[config.mk]
export PLATFORM = sky130hd
export DESIGN_NAME = trs80_keyboard_flat
export DESIGN_NICKNAME = d
export VERILOG_FILES = /design/src/rtl/trs80_pkg.sv /design/src/rtl/trs80_keyboard_if.sv /design/src/rtl/trs80_key_map.sv /design/src/rtl/trs80_keyboard.sv /design/src/flat_wrapper.sv
export SDC_FILE = /design/constraint.sdc
export NUM_CORES = 1
export LEC_CHECK = 0
export ABC_AREA = 1
export ABC_CLOCK_PERIOD_IN_PS = 4110
export CORE_ASPECT_RATIO = 0.75
export CORE_MARGIN = 2
export CORE_UTILIZATION = 63
export CTS_CLUSTER_DIAMETER = 50
export CTS_CLUSTER_SIZE = 14
export DETAILED_ROUTE_END_ITERATION = 7
export GPL_ROUTABILITY_DRIVEN = 0
export HOLD_SLACK_MARGIN = 0.02
export PLACE_DENSITY = 0.81
export SYNTH_ARGS = -nofsm -noshare
export SYNTH_HDL_FRONTEND = slang
export SYNTH_HIERARCHICAL = 1
export SYNTH_SLANG_ARGS = --single-unit
[constraint.sdc]
create_clock -name clock -period 4.11 [get_ports clock]
set_input_delay 0.411 -clock clock [delete_from_list [all_inputs] [get_ports clock]]
set_output_delay 0.411 -clock clock [all_outputs]
set_load 0.005 [all_outputs]
[src/rtl/trs80_pkg.sv]
// Shared constants and types for the TRS-80 Model I keyboard emulator.
// Scancode prefixes, matrix index widths and the PS/2 receiver state encoding.
package trs80_pkg;

  localparam logic [7:0] PS2_BREAK  = 8'hF0;
  localparam logic [7:0] PS2_EXT    = 8'hE0;
  localparam logic [7:0] PS2_LSHIFT = 8'h12;
  localparam logic [7:0] PS2_RSHIFT = 8'h59;

  localparam int ROW_W = 3;
  localparam int COL_W = 3;

  typedef enum logic [1:0] {
    RX_IDLE,
    RX_DATA,
    RX_PARITY,
    RX_STOP
  } rx_state_e;

endpackage

[src/rtl/trs80_keyboard_if.sv]
// CPU-side read bus of the keyboard window: row-select address, chip select, read data.
interface trs80_keyboard_if;

  logic [7:0] cpu_addr;
  logic       keyboard_cs_n;
  logic [7:0] keyboard_dout;

  modport master (output cpu_addr, output keyboard_cs_n, input keyboard_dout);
  modport slave  (input cpu_addr, input keyboard_cs_n, output keyboard_dout);

endinterface

[src/rtl/trs80_key_map.sv]
// Combinational PS/2 set-2 scancode to Model I matrix position lookup.
// Table entries are written as 6-bit octal: first digit row, second digit column.
module trs80_key_map
  import trs80_pkg::*;
(
  input  logic             ext_i,
  input  logic [7:0]       code_i,
  output logic             valid_o,
  output logic [ROW_W-1:0] row_o,
  output logic [COL_W-1:0] col_o
);

  logic [5:0] rc;

  always_comb begin
    valid_o = 1'b1;
    rc      = 6'o00;
    case ({ext_i, code_i})
      9'h00E: rc = 6'o00;  9'h01C: rc = 6'o01;  9'h032: rc = 6'o02;  9'h021: rc = 6'o03;
      9'h023: rc = 6'o04;  9'h024: rc = 6'o05;  9'h02B: rc = 6'o06;  9'h034: rc = 6'o07;
      9'h033: rc = 6'o10;  9'h043: rc = 6'o11;  9'h03B: rc = 6'o12;  9'h042: rc = 6'o13;
      9'h04B: rc = 6'o14;  9'h03A: rc = 6'o15;  9'h031: rc = 6'o16;  9'h044: rc = 6'o17;
      9'h04D: rc = 6'o20;  9'h015: rc = 6'o21;  9'h02D: rc = 6'o22;  9'h01B: rc = 6'o23;
      9'h02C: rc = 6'o24;  9'h03C: rc = 6'o25;  9'h02A: rc = 6'o26;  9'h01D: rc = 6'o27;
      9'h022: rc = 6'o30;  9'h035: rc = 6'o31;  9'h01A: rc = 6'o32;
      9'h045: rc = 6'o40;  9'h016: rc = 6'o41;  9'h01E: rc = 6'o42;  9'h026: rc = 6'o43;
      9'h025: rc = 6'o44;  9'h02E: rc = 6'o45;  9'h036: rc = 6'o46;  9'h03D: rc = 6'o47;
      9'h03E: rc = 6'o50;  9'h046: rc = 6'o51;  9'h052: rc = 6'o52;  9'h04C: rc = 6'o53;
      9'h041: rc = 6'o54;  9'h04E: rc = 6'o55;  9'h049: rc = 6'o56;  9'h04A: rc = 6'o57;
      9'h05A: rc = 6'o60;  9'h16C: rc = 6'o61;  9'h076: rc = 6'o62;  9'h175: rc = 6'o63;
      9'h172: rc = 6'o64;  9'h16B: rc = 6'o65;  9'h174: rc = 6'o66;  9'h029: rc = 6'o67;
      {1'b0, PS2_LSHIFT}: rc = 6'o70;
      default: valid_o = 1'b0;
    endcase
  end

  assign row_o = rc[5:3];
  assign col_o = rc[2:0];

endmodule

[src/rtl/trs80_keyboard.sv]
// TRS-80 Model I keyboard: PS/2 receiver, scancode decoder, 8x8 matrix and row-OR read port.
// Define TRS80_KBD_PARITY_CHECK_EN to drop frames whose odd parity is wrong.
module trs80_keyboard
  import trs80_pkg::*;
#(
  parameter int FILTER_LEN     = 8,
  parameter int TIMEOUT_CYCLES = 50000
) (
  input  logic clock,
  input  logic reset_n,
  input  logic ps2_clk,
  input  logic ps2_data,
  trs80_keyboard_if.slave bus
);

  localparam int FW = $clog2(FILTER_LEN + 1);
  localparam int TW = $clog2(TIMEOUT_CYCLES + 1);

  logic [1:0]    clkSync_q, dataSync_q;
  logic [FW-1:0] filtCnt_q;
  logic          filtClk_q, strobe_q;

  // Synchronise both lines; the clock additionally needs FILTER_LEN agreeing samples to toggle.
  always_ff @(posedge clock) begin
    if (!reset_n) begin
      clkSync_q  <= 2'b11;
      dataSync_q <= 2'b11;
      filtCnt_q  <= '0;
      filtClk_q  <= 1'b1;
      strobe_q   <= 1'b0;
    end else begin
      clkSync_q  <= {clkSync_q[0], ps2_clk};
      dataSync_q <= {dataSync_q[0], ps2_data};
      strobe_q   <= 1'b0;
      if (clkSync_q[1] == filtClk_q) begin
        filtCnt_q <= '0;
      end else if (filtCnt_q == FW'(FILTER_LEN - 1)) begin
        filtClk_q <= clkSync_q[1];
        filtCnt_q <= '0;
        strobe_q  <= filtClk_q;
      end else begin
        filtCnt_q <= filtCnt_q + FW'(1);
      end
    end
  end

  rx_state_e     state_q;
  logic [7:0]    shift_q, byte_q;
  logic [2:0]    bitCnt_q;
  logic [TW-1:0] timer_q;
  logic          byteValid_q;
  logic          parityOk;

`ifdef TRS80_KBD_PARITY_CHECK_EN
  logic parity_q;
  assign parityOk = ^{shift_q, parity_q};
`else
  assign parityOk = 1'b1;
`endif

  always_ff @(posedge clock) begin
    if (!reset_n) begin
      state_q     <= RX_IDLE;
      shift_q     <= '0;
      byte_q      <= '0;
      bitCnt_q    <= '0;
      timer_q     <= '0;
      byteValid_q <= 1'b0;
`ifdef TRS80_KBD_PARITY_CHECK_EN
      parity_q    <= 1'b0;
`endif
    end else begin
      byteValid_q <= 1'b0;
      if (state_q == RX_IDLE || strobe_q) timer_q <= '0;
      else                                timer_q <= timer_q + TW'(1);
      if (state_q != RX_IDLE && timer_q == TW'(TIMEOUT_CYCLES - 1)) begin
        state_q <= RX_IDLE;
      end else if (strobe_q) begin
        case (state_q)
          RX_IDLE: begin
            if (!dataSync_q[1]) begin
              state_q  <= RX_DATA;
              bitCnt_q <= '0;
            end
          end
          RX_DATA: begin
            shift_q  <= {dataSync_q[1], shift_q[7:1]};
            bitCnt_q <= bitCnt_q + 3'd1;
            if (bitCnt_q == 3'd7) state_q <= RX_PARITY;
          end
          RX_PARITY: begin
`ifdef TRS80_KBD_PARITY_CHECK_EN
            parity_q <= dataSync_q[1];
`endif
            state_q <= RX_STOP;
          end
          RX_STOP: begin
            if (dataSync_q[1] && parityOk) begin
              byteValid_q <= 1'b1;
              byte_q      <= shift_q;
            end
            state_q <= RX_IDLE;
          end
          default: state_q <= RX_IDLE;
        endcase
      end
    end
  end

  logic             brk_q, ext_q, rshift_q;
  logic [7:0][7:0]  matrix_q;
  logic             mapValid;
  logic [ROW_W-1:0] mapRow;
  logic [COL_W-1:0] mapCol;

  trs80_key_map uKeyMap (
    .ext_i   (ext_q),
    .code_i  (byte_q),
    .valid_o (mapValid),
    .row_o   (mapRow),
    .col_o   (mapCol)
  );

  // Right shift lives outside the matrix so either shift key alone keeps row 7 bit 0 set.
  always_ff @(posedge clock) begin
    if (!reset_n) begin
      brk_q    <= 1'b0;
      ext_q    <= 1'b0;
      rshift_q <= 1'b0;
      matrix_q <= '0;
    end else if (byteValid_q) begin
      if (byte_q == PS2_BREAK) begin
        brk_q <= 1'b1;
      end else if (byte_q == PS2_EXT) begin
        ext_q <= 1'b1;
      end else begin
        if (!ext_q && byte_q == PS2_RSHIFT) rshift_q <= !brk_q;
        else if (mapValid)                  matrix_q[mapRow][mapCol] <= !brk_q;
        brk_q <= 1'b0;
        ext_q <= 1'b0;
      end
    end
  end

  logic [7:0][7:0] rowRead;
  logic [7:0]      dout;

  always_comb begin
    rowRead       = matrix_q;
    rowRead[7][0] = matrix_q[7][0] | rshift_q;
    dout          = '0;
    if (!bus.keyboard_cs_n) begin
      for (int r = 0; r < 8; r++) begin
        if (bus.cpu_addr[r]) dout = dout | rowRead[r];
      end
    end
  end

  assign bus.keyboard_dout = dout;

endmodule

[src/flat_wrapper.sv]
// flat-port wrapper written by rule: the top's interface ports become plain ports
module trs80_keyboard_flat import trs80_pkg::*;
#(
  parameter int FILTER_LEN     = 8,
  parameter int TIMEOUT_CYCLES = 50000
)
  (clock, reset_n, ps2_clk, ps2_data, bus_cpu_addr, bus_keyboard_cs_n, bus_keyboard_dout);
  trs80_keyboard_if bus_i ();
  input  logic clock;
  input  logic reset_n;
  input  logic ps2_clk;
  input  logic ps2_data;
  input wire logic [$bits(bus_i.cpu_addr)-1:0] bus_cpu_addr;
  input wire logic [$bits(bus_i.keyboard_cs_n)-1:0] bus_keyboard_cs_n;
  output wire logic [$bits(bus_i.keyboard_dout)-1:0] bus_keyboard_dout;
  assign bus_i.cpu_addr = bus_cpu_addr;
  assign bus_i.keyboard_cs_n = bus_keyboard_cs_n;
  assign bus_keyboard_dout = bus_i.keyboard_dout;
  trs80_keyboard #(.FILTER_LEN(FILTER_LEN), .TIMEOUT_CYCLES(TIMEOUT_CYCLES)) u_core (.clock(clock), .reset_n(reset_n), .ps2_clk(ps2_clk), .ps2_data(ps2_data), .bus(bus_i));
endmodule
## Word-level counts from Yosys, hierarchy flattened

Index checks and enable logic that the tools add are counted.

| operators by class | value |
|---|---|
| shift-type cells | 0 |
| multipliers | 0 |
| equality and inequality tests | 65 |
| muxes and demuxes | 32 |
| add/sub/neg operators | 3 |
| reduce and logical (&&, ||, !) cells | 25 |
| div/mod/pow operators | 0 |
| bitwise logic cells | 17 |
| magnitude comparators | 4 |

Operators with widths:

| operator | count |
|---|---|
| 6-bit one-hot mux with 51 select lines | 1 |
| 9-bit by 6-bit equality test with 1-bit output (second input constant) | 23 |
| 8-bit 2-to-1 mux | 17 |
| 9-bit by 7-bit equality test with 1-bit output (second input constant) | 15 |
| 9-bit by 5-bit equality test with 1-bit output (second input constant) | 8 |
| 64-bit bitwise mux | 1 |
| 8-bit OR | 7 |
| 52-bit OR reduction | 1 |
| 9-bit equality test (second input constant) | 5 |
| 8-bit demux with 3-bit select | 1 |
| 16-bit by 1-bit adder with 16-bit output (second input constant) | 1 |
| 16-bit equality test (second input constant) | 1 |
| 8-bit equality test (second input constant) | 2 |
| 4-bit AND reduction | 3 |
| 9-bit by 4-bit equality test with 1-bit output (second input constant) | 1 |
| 1-bit inverter | 9 |
| 8-bit by 7-bit equality test with 1-bit output (second input constant) | 1 |
| 3-bit by 4-bit < comparator with 1-bit output (second input constant) | 2 |
| 2-bit one-hot mux with 4 select lines | 1 |
| 3-bit by 1-bit greater-or-equal comparator with 1-bit output (second input constant) | 2 |
| 1-bit 2-to-1 mux | 6 |
| 3-bit one-hot mux with 2 select lines | 1 |
| 2-bit AND reduction | 3 |
| 3-bit AND reduction | 2 |
| other kinds (22) | 32 |

| storage, ports and cells | value |
|---|---|
| flip-flop bits (word level) | 115 |
| bits in latches | 0 |
| memories | 0 |
| memory bits (writable) | 0 |
| bits in read-only memories | 0 |
| word-level logic and storage cells | 168 |
| output and inout port bits | 8 |

## Depth between registers and ports, before layout

Gate-level depths: netlist of run 1.

| depth | value |
|---|---|
| depth in word-level cells | 23 |
| gate-level depth with buffers | 18 |

## Modules after synthesis

The synthesis of run 1 kept the hierarchy.

By module, submodules not included:

| module | cells an instance | times used | area each (um2) |
|---|---|---|---|
| trs80_keyboard | 1001 | 1 | 6237.2 |
| trs80_key_map | 224 | 1 | 979.7 |

## Least setup slack after synthesis of run 1

Ideal clock, no wire load.

| path | value |
|---|---|
| path type | register to register |
| from | register u_core.byte_q[6] |
| to | register u_core/matrix_q[32] (netlist name) |
| arrival | 1.974 ns |
| required time | 4.046 ns |
| setup slack | 2.072 ns |
| clock period less this slack | 2.038 ns |
| setup time | 0.064 ns |
| cell stages (with the launch flop) | 16 |
| cell sequence | dfxtp_1 > nor2_4 > nand2_4 > nor2_4 > buf_6 > nand2_1 > nand2_1 > nor3b_1 > nand4_1 > inv_1 > nand3_1 > nor2_1 > nand3_1 > nand2_1 > inv_1 > nor2_1 |

RTL lines:

| what | RTL line | source |
|---|---|---|
| start, declared | trs80_keyboard.sv:48 | `logic [7:0] shift_q, byte_q;` |
| start signal, assigned | trs80_keyboard.sv:100 | `byte_q <= shift_q;` |
| 9-bit by 5-bit equality test with 1-bit output, or another cell as far along | trs80_key_map.sv:18 | `case ({ext_i, code_i})` |
| 6-bit one-hot mux with 51 select lines (*) | trs80_key_map.sv:18 |  |
| net u_core.mapRow[1] | trs80_keyboard.sv:113 | `logic [ROW_W-1:0] mapRow;` |
| 3-bit by 4-bit < comparator with 1-bit output (implied by the code) or 3-bit by 1-bit greater-or-equal comparator with 1-bit output (tied branches) | trs80_keyboard.sv:138 | `else if (mapValid) matrix_q[mapRow][mapCol] <= !brk_q;` |
| 1-bit logical AND (implied by the code) | trs80_keyboard.sv:138 |  |
| 8-bit 2-to-1 mux (implied by the code) | trs80_keyboard.sv:138 |  |
| 8-bit demux with 3-bit select (*) | - |  |
| 64-bit bitwise mux (*) | trs80_keyboard.sv:138 |  |
| end signal, assigned by index | trs80_keyboard.sv:138 |  |
| end, declared | trs80_keyboard.sv:111 | `logic [7:0][7:0] matrix_q;` |

The timed path passes the listed nets; every way through them passes the cells marked *.
A chain may end at the register's enable or synchronous reset.

## Worst setup path in the final report of run 1

| path | value |
|---|---|
| from | register u_core.byte_q[3] |
| to | register u_core/matrix_q[53] (netlist name) |

RTL lines:

| what | RTL line | source |
|---|---|---|
| 9-bit by 5-bit equality test with 1-bit output, or another cell as far along | trs80_key_map.sv:18 |  |
| 52-bit OR reduction (no line) (*) | - |  |
| 1-bit 2-to-1 mux (*) | trs80_key_map.sv:18 |  |
| net u_core.mapValid | trs80_keyboard.sv:112 | `logic mapValid;` |
| 5-bit AND reduction (no line) (*) | - |  |

Marks and branches as above.

==> metrics.csv, run 1 <==
stage;metric;value;unit
worst_setup_path;startpoint_type;flip-flop;
worst_setup_path;end_kind;flip-flop;
clocking;clk_latency;420;ps
yosys;ys_ff_latch;115;
worst_setup_path;path_max_fanout;32;
yosys;synthesis.area;7217;um2
detailed_routing;wl_per_cell;14.23;um
worst_setup_path;cp.arrival;3490;ps
timing;whs;413.8;ps
floorplan;fp.dieW;127.6;um
floorplan;die_area;12340;um2
clocking;path_clk_slew;60;ps
floorplan;core;11070;um2
global_route;grt_pass1_vias;7021;
yosys;ys_types;36;
timing;slew_viol_final;0;
yosys;synth_area_per_cell;5.891;um2
placement;dp_slack;1199;ps
worst_hold_path;min_path_type;flip-flop to flip-flop;
placement;portBuffers;20;
layout;n_fill_cell;946;
clocking;cts-buffers-inserted;17;
detailed_routing;dr.pass1.iters;8;
yosys;ys.flop_type;dfxtp_1;
layout;final_layout_size_suffix_gt1_share;5.390;%
power_and_ir_drop;power_density;345.6;nW/um2
layout;syn2layout_area_growth;11.46;%
detailed_routing;dr_total_vias;7774;
worst_setup_path;required;4460;ps
yosys;synth_edf_count;0;
global_route;grt_antenna_before_repair;0;
yosys;synth_fp_nets;1246;
placement;dp_hpwl;13170;um
timing;hold_viol;0;
yosys;ys.warnings.count;6;
clocking;cts-root-buf;clkbuf_16;
timing;max_freq;318.7;MHz
detailed_routing;viasPerCell;5.621;
timing;finalSetupTns;0;ps
timing;rsz0062_at_grt;false;
timing;post-route-min-period;3138;ps
clocking;cts_tree;built;
timing;tightest_slew;972.5;ps
layout;final_nets;1251;
clocking;clockBufferDepth;2;
layout;final_util;72.69;%
floorplan;row_count;33;
power_and_ir_drop;leakage;3.494;nW
timing;finalCritPeriodShare;76.35;%
floorplan;die_h;96.69;um
power_and_ir_drop;irDropWorstVdd;313.0;uV
global_route;grt_max_degree;76;
detailed_routing;drc;0;
yosys;netlist_instances;1225;
job;drv_cap;0;
timing;maxSlewHeadroom;35.01;%
worst_setup_path;criticalPathCategory;flip-flop to flip-flop;
floorplan;ioPinCount;21;
timing;setup_viol;0;
yosys;yosysSeqAreaShare;31.90;%
detailed_routing;wl;19680;um
floorplan;start_util;65.22;%
yosys;synthArstFlopShare;0;%
detailed_routing;drt_iter0_drc;1262;
detailed_routing;ant_nets;0;
global_route;grt.total_usage;33.08;%
clocking;cts.repair.resized;0;
timing;skew;12.93;ps
clocking;postCtsSetupBuffers;0;
timing;setup_ws;971.9;ps
global_route;grt_pass1_wl;33530;um
clocking;cts.sinks;115;
layout;antenna_cells;0;
global_route;grt_overflow;0;
clocking;htreeDepth;4;
run_status;status;completed;
clocking;holdBufCountCts;0;
[critical path, stage by stage, from the launching register on]
cell and delay, ps:
dfxtp_1 480, nand2_1 170, nor2_1 430, nand4_1 210
nand2_1 120, nor2_1 50, nand2_1 60, nor2_1 40
nand3_1 80, inv_1 70, nor2_4 620, buf_4 360
nand3_1 110, nand2_1 120, inv_1 50, nor2_1 100
[layout make-up]
cell class,count,area [um2],area share [%]
well taps,140,175.2,2.178
clock buffers,17,425.4,5.289
clock inverters,15,206.4,2.566
inverters,205,769.5,9.566
flip-flops and latches,115,2303,28.64
multi-input cells,864,3916,48.69
repair buffers,27,247.7,3.080
[Yosys cell counts, types with 3 or more instances]
library cell  count  share of area, %
or2_2             4              0.35
nor2_4            6              0.94
buf_6             6              0.94
nand3_1         185                13
nor2_1          233                12
nor2_2            5              0.43
buf_1             8              0.42
clkbuf_1         11              0.57
dfxtp_1         115                32
nand4_1          11              0.95
o22ai_1          11              0.95
nand2_1         292                15
nand3b_1          3              0.31
nor3_1            8              0.55
inv_1           198                10
a221oi_1          8              0.97
buf_4             6              0.62
o211ai_1          5              0.52
buf_2            10              0.69
a21oi_1          36               2.5
o21ai_0          28               1.9
xnor2_1           3              0.36
ha_1              8               1.4
inv_2             5              0.26
a31oi_1           3              0.26
nand2_2           3              0.26
[layout by cell type (no fill, tap or decap), drive strengths merged, types with 11 or more instances in the layout]
cell type / count
nand3: 185
o22ai: 11
nand4: 11
nor2: 244
clkdlybuf4s50: 19
inv: 213
dfxtp: 115
nand2: 297
clkbuf: 17
o21ai: 29
a21oi: 36
[cell families (layout without fill, tap and decap cells)]
logic type	Yosys count	count (layout)	share of synthesized area, %
flip-flops	115	115	31.90
XOR/XNOR	5	5	0.6069
buffers and inverters	246	264	13.90
adder cells (fa/ha/maj)	8	8	1.387
AND/OR/NAND/NOR	756	756	44.68
AO/OA/AOI/OAI	95	95	7.524
[where the power goes]
part | total, W | switching, W | internal (W)
logic | 0.0000651 | 0.0000434 | 0.0000217
clock network | 0.00160 | 0.000613 | 0.000984
registers | 0.00112 | 0.00000136 | 0.00112
total | 0.00278 | 0.000658 | 0.00212
[final timing paths]
check / slack [ps] / end / start / cells after the start
min reg2reg: 410 / u_core/dataSync_q[1] / u_core/dataSync_q[0] / 1
min: 410 / u_core/dataSync_q[1] / u_core/dataSync_q[0] / 1
max reg2reg: 970 / u_core/matrix_q[53] / u_core/byte_q[3] / 15
max: 970 / u_core/matrix_q[53] / u_core/byte_q[3] / 15
[metrics by stage]
stage,instances,area (um2),power (W)
floorplan,1225,7217,0.001178
global placement,1351,7412,0.001205
detailed placement,1351,7412,0.001205
CTS,1383,8044,0.002786
global route,1383,8044,0.002853
finish,1383,8044,0.002780
[flip-flops by register name (all words and copies together), names as in the netlist]
| signal | cells |
|---|---|
| u_core/state_q | 2 |
| u_core/clkSync_q | 2 |
| u_core/brk_q | 1 |
| u_core/matrix_q | 64 |
| u_core/filtClk_q | 1 |
| u_core/dataSync_q | 2 |
| u_core/timer_q | 16 |
| u_core/shift_q | 8 |
| u_core/rshift_q | 1 |
| u_core/byte_q | 8 |
| u_core/ext_q | 1 |
| u_core/bitCnt_q | 3 |
| u_core/filtCnt_q | 4 |
| u_core/byteValid_q | 1 |
| u_core/strobe_q | 1 |
[routing by layer]
metal	global-route usage (%)	part of all wire (%)	up-vias
li1	-	-	3838
met1	48.94	45	3404
met2	47.35	41	470
met3	7.799	12	62
met4	10.48	2.1	0
met5	0	0	-
Note: power is estimated with default switching activity, not from simulation.
==> run 2: changes to the inputs <==
Settings changed: ABC_CLOCK_PERIOD_IN_PS 4110 to 2550, CORE_UTILIZATION 63 to 56, PLACE_DENSITY 0.81 to 0.76.
Clock period 4.11 ns to 2.55 ns, I/O delays scaled along.
==> run 2 against run 1 <==
- power rose by 57%
- non-clock buffer count rose by 38
- global-route usage down 2.8 points
- sequential cell count stayed put
- sequential power increased by 61%
- cell count up 4.7%
- setup slack got worse by 820 ps
- via count rose by 2.4%
- clock skew fell by 1.6 ps
- die area rose by 12%
- routed wire length grew 4.1%
- hold slack worse by 100 ps
- critical endpoint is now u_core/matrix_q[18]
- largest cell class unchanged
==> metrics.csv, run 2 (same netlist as run 1, synthesis figures left out) <==
stage;metric;value;unit
global_route;grt_overflow;0;
worst_setup_path;end_kind;flip-flop;
global_route;grt_pass1_wl;33740;um
layout;layout_commonest_cell;nand2_1;
detailed_routing;drt_iter0_drc;927;
clocking;clk_latency;410;ps
floorplan;row_count;35;
layout;final_nets;1292;
worst_setup_path;criticalPathCategory;flip-flop to flip-flop;
clocking;cts_tree;built;
layout;final_area;8508;um2
detailed_routing;dr.pass1.iters;8;
worst_setup_path;required;2880;ps
placement;placedCellCount;1414;
floorplan;core;12440;um2
worst_setup_path;cpPeakStageDelay;380;ps
timing;hold_viol;0;
layout;n_fill_cell;1116;
worst_setup_path;startpoint_type;flip-flop;
floorplan;start_util;58.03;%
detailed_routing;drc;0;
layout;final_util;68.41;%
clocking;cts.sinks;115;
worst_setup_path;crit_family;simple AND/OR/NAND/NOR gates;
worst_setup_path;path_max_fanout;8;
worst_setup_path;reg2reg_depth;18;
power_and_ir_drop;leakage;3.711;nW
detailed_routing;wl_per_cell;14.15;um
worst_hold_path;min_path_type;primary input to flip-flop;
run_status;status;completed;
detailed_routing;wl;20500;um
worst_setup_path;crit_slowest_cell;dfxtp_1;
worst_setup_path;timing.critical_path.buf_inv;6;
placement;place_area;7797;um2
clocking;clockBufferDepth;2;
clocking;path_clk_slew;60;ps
power_and_ir_drop;irDropWorstVdd;475.1;uV
floorplan;die_area;13820;um2
timing;maxSlewHeadroom;45.38;%
global_route;grt_pass1_vias;7186;
worst_setup_path;cp.arrival;2730;ps
worst_setup_path;rrSetupSlack;150;ps
timing;setup_viol;0;
layout;top_regs;u_core/matrix_q x64, u_core/timer_q x16;
clocking;cts-root-buf;clkbuf_16;
layout;regMostFlops;u_core/matrix_q;
worst_setup_path;reg2reg_to;u_core/matrix_q[18];
placement;dp_hpwl;13530;um
layout;instances_no_fill;1448;
worst_setup_path;r2r-start;u_core/byte_q[0];
timing;post-route-min-period;2401;ps
detailed_routing;dr_total_vias;7964;
clocking;cts-buffers-inserted;17;
worst_hold_path;min-delay-start;reset_n;
worst_hold_path;whs_path_depth;4;
detailed_routing;ant_nets;0;
clocking;holdBufCountCts;0;
global_route;grt_max_degree;76;
floorplan;die_h;102.3;um
global_route;grt.total_usage;30.27;%
floorplan;ioPinCount;21;
detailed_routing;viasPerCell;5.500;
timing;tightest_slew;819.2;ps
timing;slew_viol_final;0;
layout;final_layout_size_suffix_gt1_share;10.46;%
clocking;htreeDepth;4;
worst_setup_path;path_cells;inv_1 > nand2_4 > inv_2 > nand2_4 > nand2_1 > nand2_1 > inv_1 > nor2_1 > nand2_1 > nand3b_1 > inv_1 > nand3_1 > buf_4 > nor2_1 > nand3_1 > nand2_1 > inv_1 > nor2_1;
layout;final_cell_mix;287 x nand2_1, 224 x nor2_1, 194 x inv_1;
layout;largest_reg_flops;64;
timing;rsz0062_at_grt;true;
global_route;grt_antenna_before_repair;0;
timing;max_freq;416.4;MHz
timing;skew;11.36;ps
power_and_ir_drop;power_density;512.0;nW/um2
floorplan;fp.dieW;135.1;um
job;drv_cap;0;
worst_hold_path;hold_path_end;u_core/shift_q[4];
timing;finalCritPeriodShare;94.17;%
layout;syn2layout_area_growth;17.89;%
placement;portBuffers;20;
-- run 2: timing repair --
action,in CTS,in global routing
setup endpoints to repair,0,61
buffers inserted,0,1
resized for setup,0,34
-- run 2: layout make-up --
cell class | instances | area [um2] | area share, %
Tap cell | 166 | 207.7 | 2.441
Timing Repair Buffer | 65 | 608.1 | 7.147
Sequential cell | 115 | 2312 | 27.18
Clock buffer | 21 | 470.5 | 5.529
Multi-Input combinational cell | 867 | 4010 | 47.13
Antenna cell | 1 | 2.502 | 0.02941
Inverter | 205 | 769.5 | 9.044
Clock inverter | 8 | 127.6 | 1.500
-- run 2: how the worst max path moves through the flow --
stage,startpoint,endpoint,depth (start not counted)
5_1_grt,u_core/byte_q[1],u_core/matrix_q[42],15
4_1_cts,u_core/byte_q[1],u_core/matrix_q[18],15
3_3_place_gp,u_core/byte_q[1],u_core/matrix_q[41],15
2_1_floorplan,u_core/byte_q[6],u_core/matrix_q[32],15
6_report,u_core/byte_q[0],u_core/matrix_q[18],18
3_5_place_dp,u_core/byte_q[1],u_core/matrix_q[58],13
-- run 2: per-layer routing --
metal,vias to the layer above,routed length [um],GRT usage (%)
li1,3913,-,-
met1,3516,9114,41.58
met2,474,8435,45.37
met3,61,2440,9.077
met4,0,505,10.66
met5,-,0,0
-- run 2: worst reg2reg max path, cell delays in order (launching register included) --
cell      delay, ps
dfxtp_1         380
inv_1           100
nand2_4         110
inv_2            80
nand2_4          80
nand2_1          50
nand2_1          50
inv_1            40
nor2_1          160
nand2_1         100
nand3b_1        250
inv_1           160
nand3_1          90
buf_4           190
nor2_1          160
nand3_1         100
nand2_1          80
inv_1            50
nor2_1          100
-- run 2: where the power goes --
part           switching (W)  internal (W)
Clock               0.000839       0.00160
Sequential        0.00000178       0.00180
Combinational      0.0000728     0.0000398
Total               0.000914       0.00344
-- run 2: per-stage QoR --
step,TNS [ps],power [W],setup slack (ps),hold slack (ps)
after floorplan,0,0.001898,512.0,361.6
after global placement,0,0.001948,172.7,393.2
after detailed placement,0,0.001950,179.4,408.0
after CTS,0,0.004377,55.91,307.5
after global routing,-263.0,0.004482,-37.18,364.1
final,0,0.004356,148.6,311.3
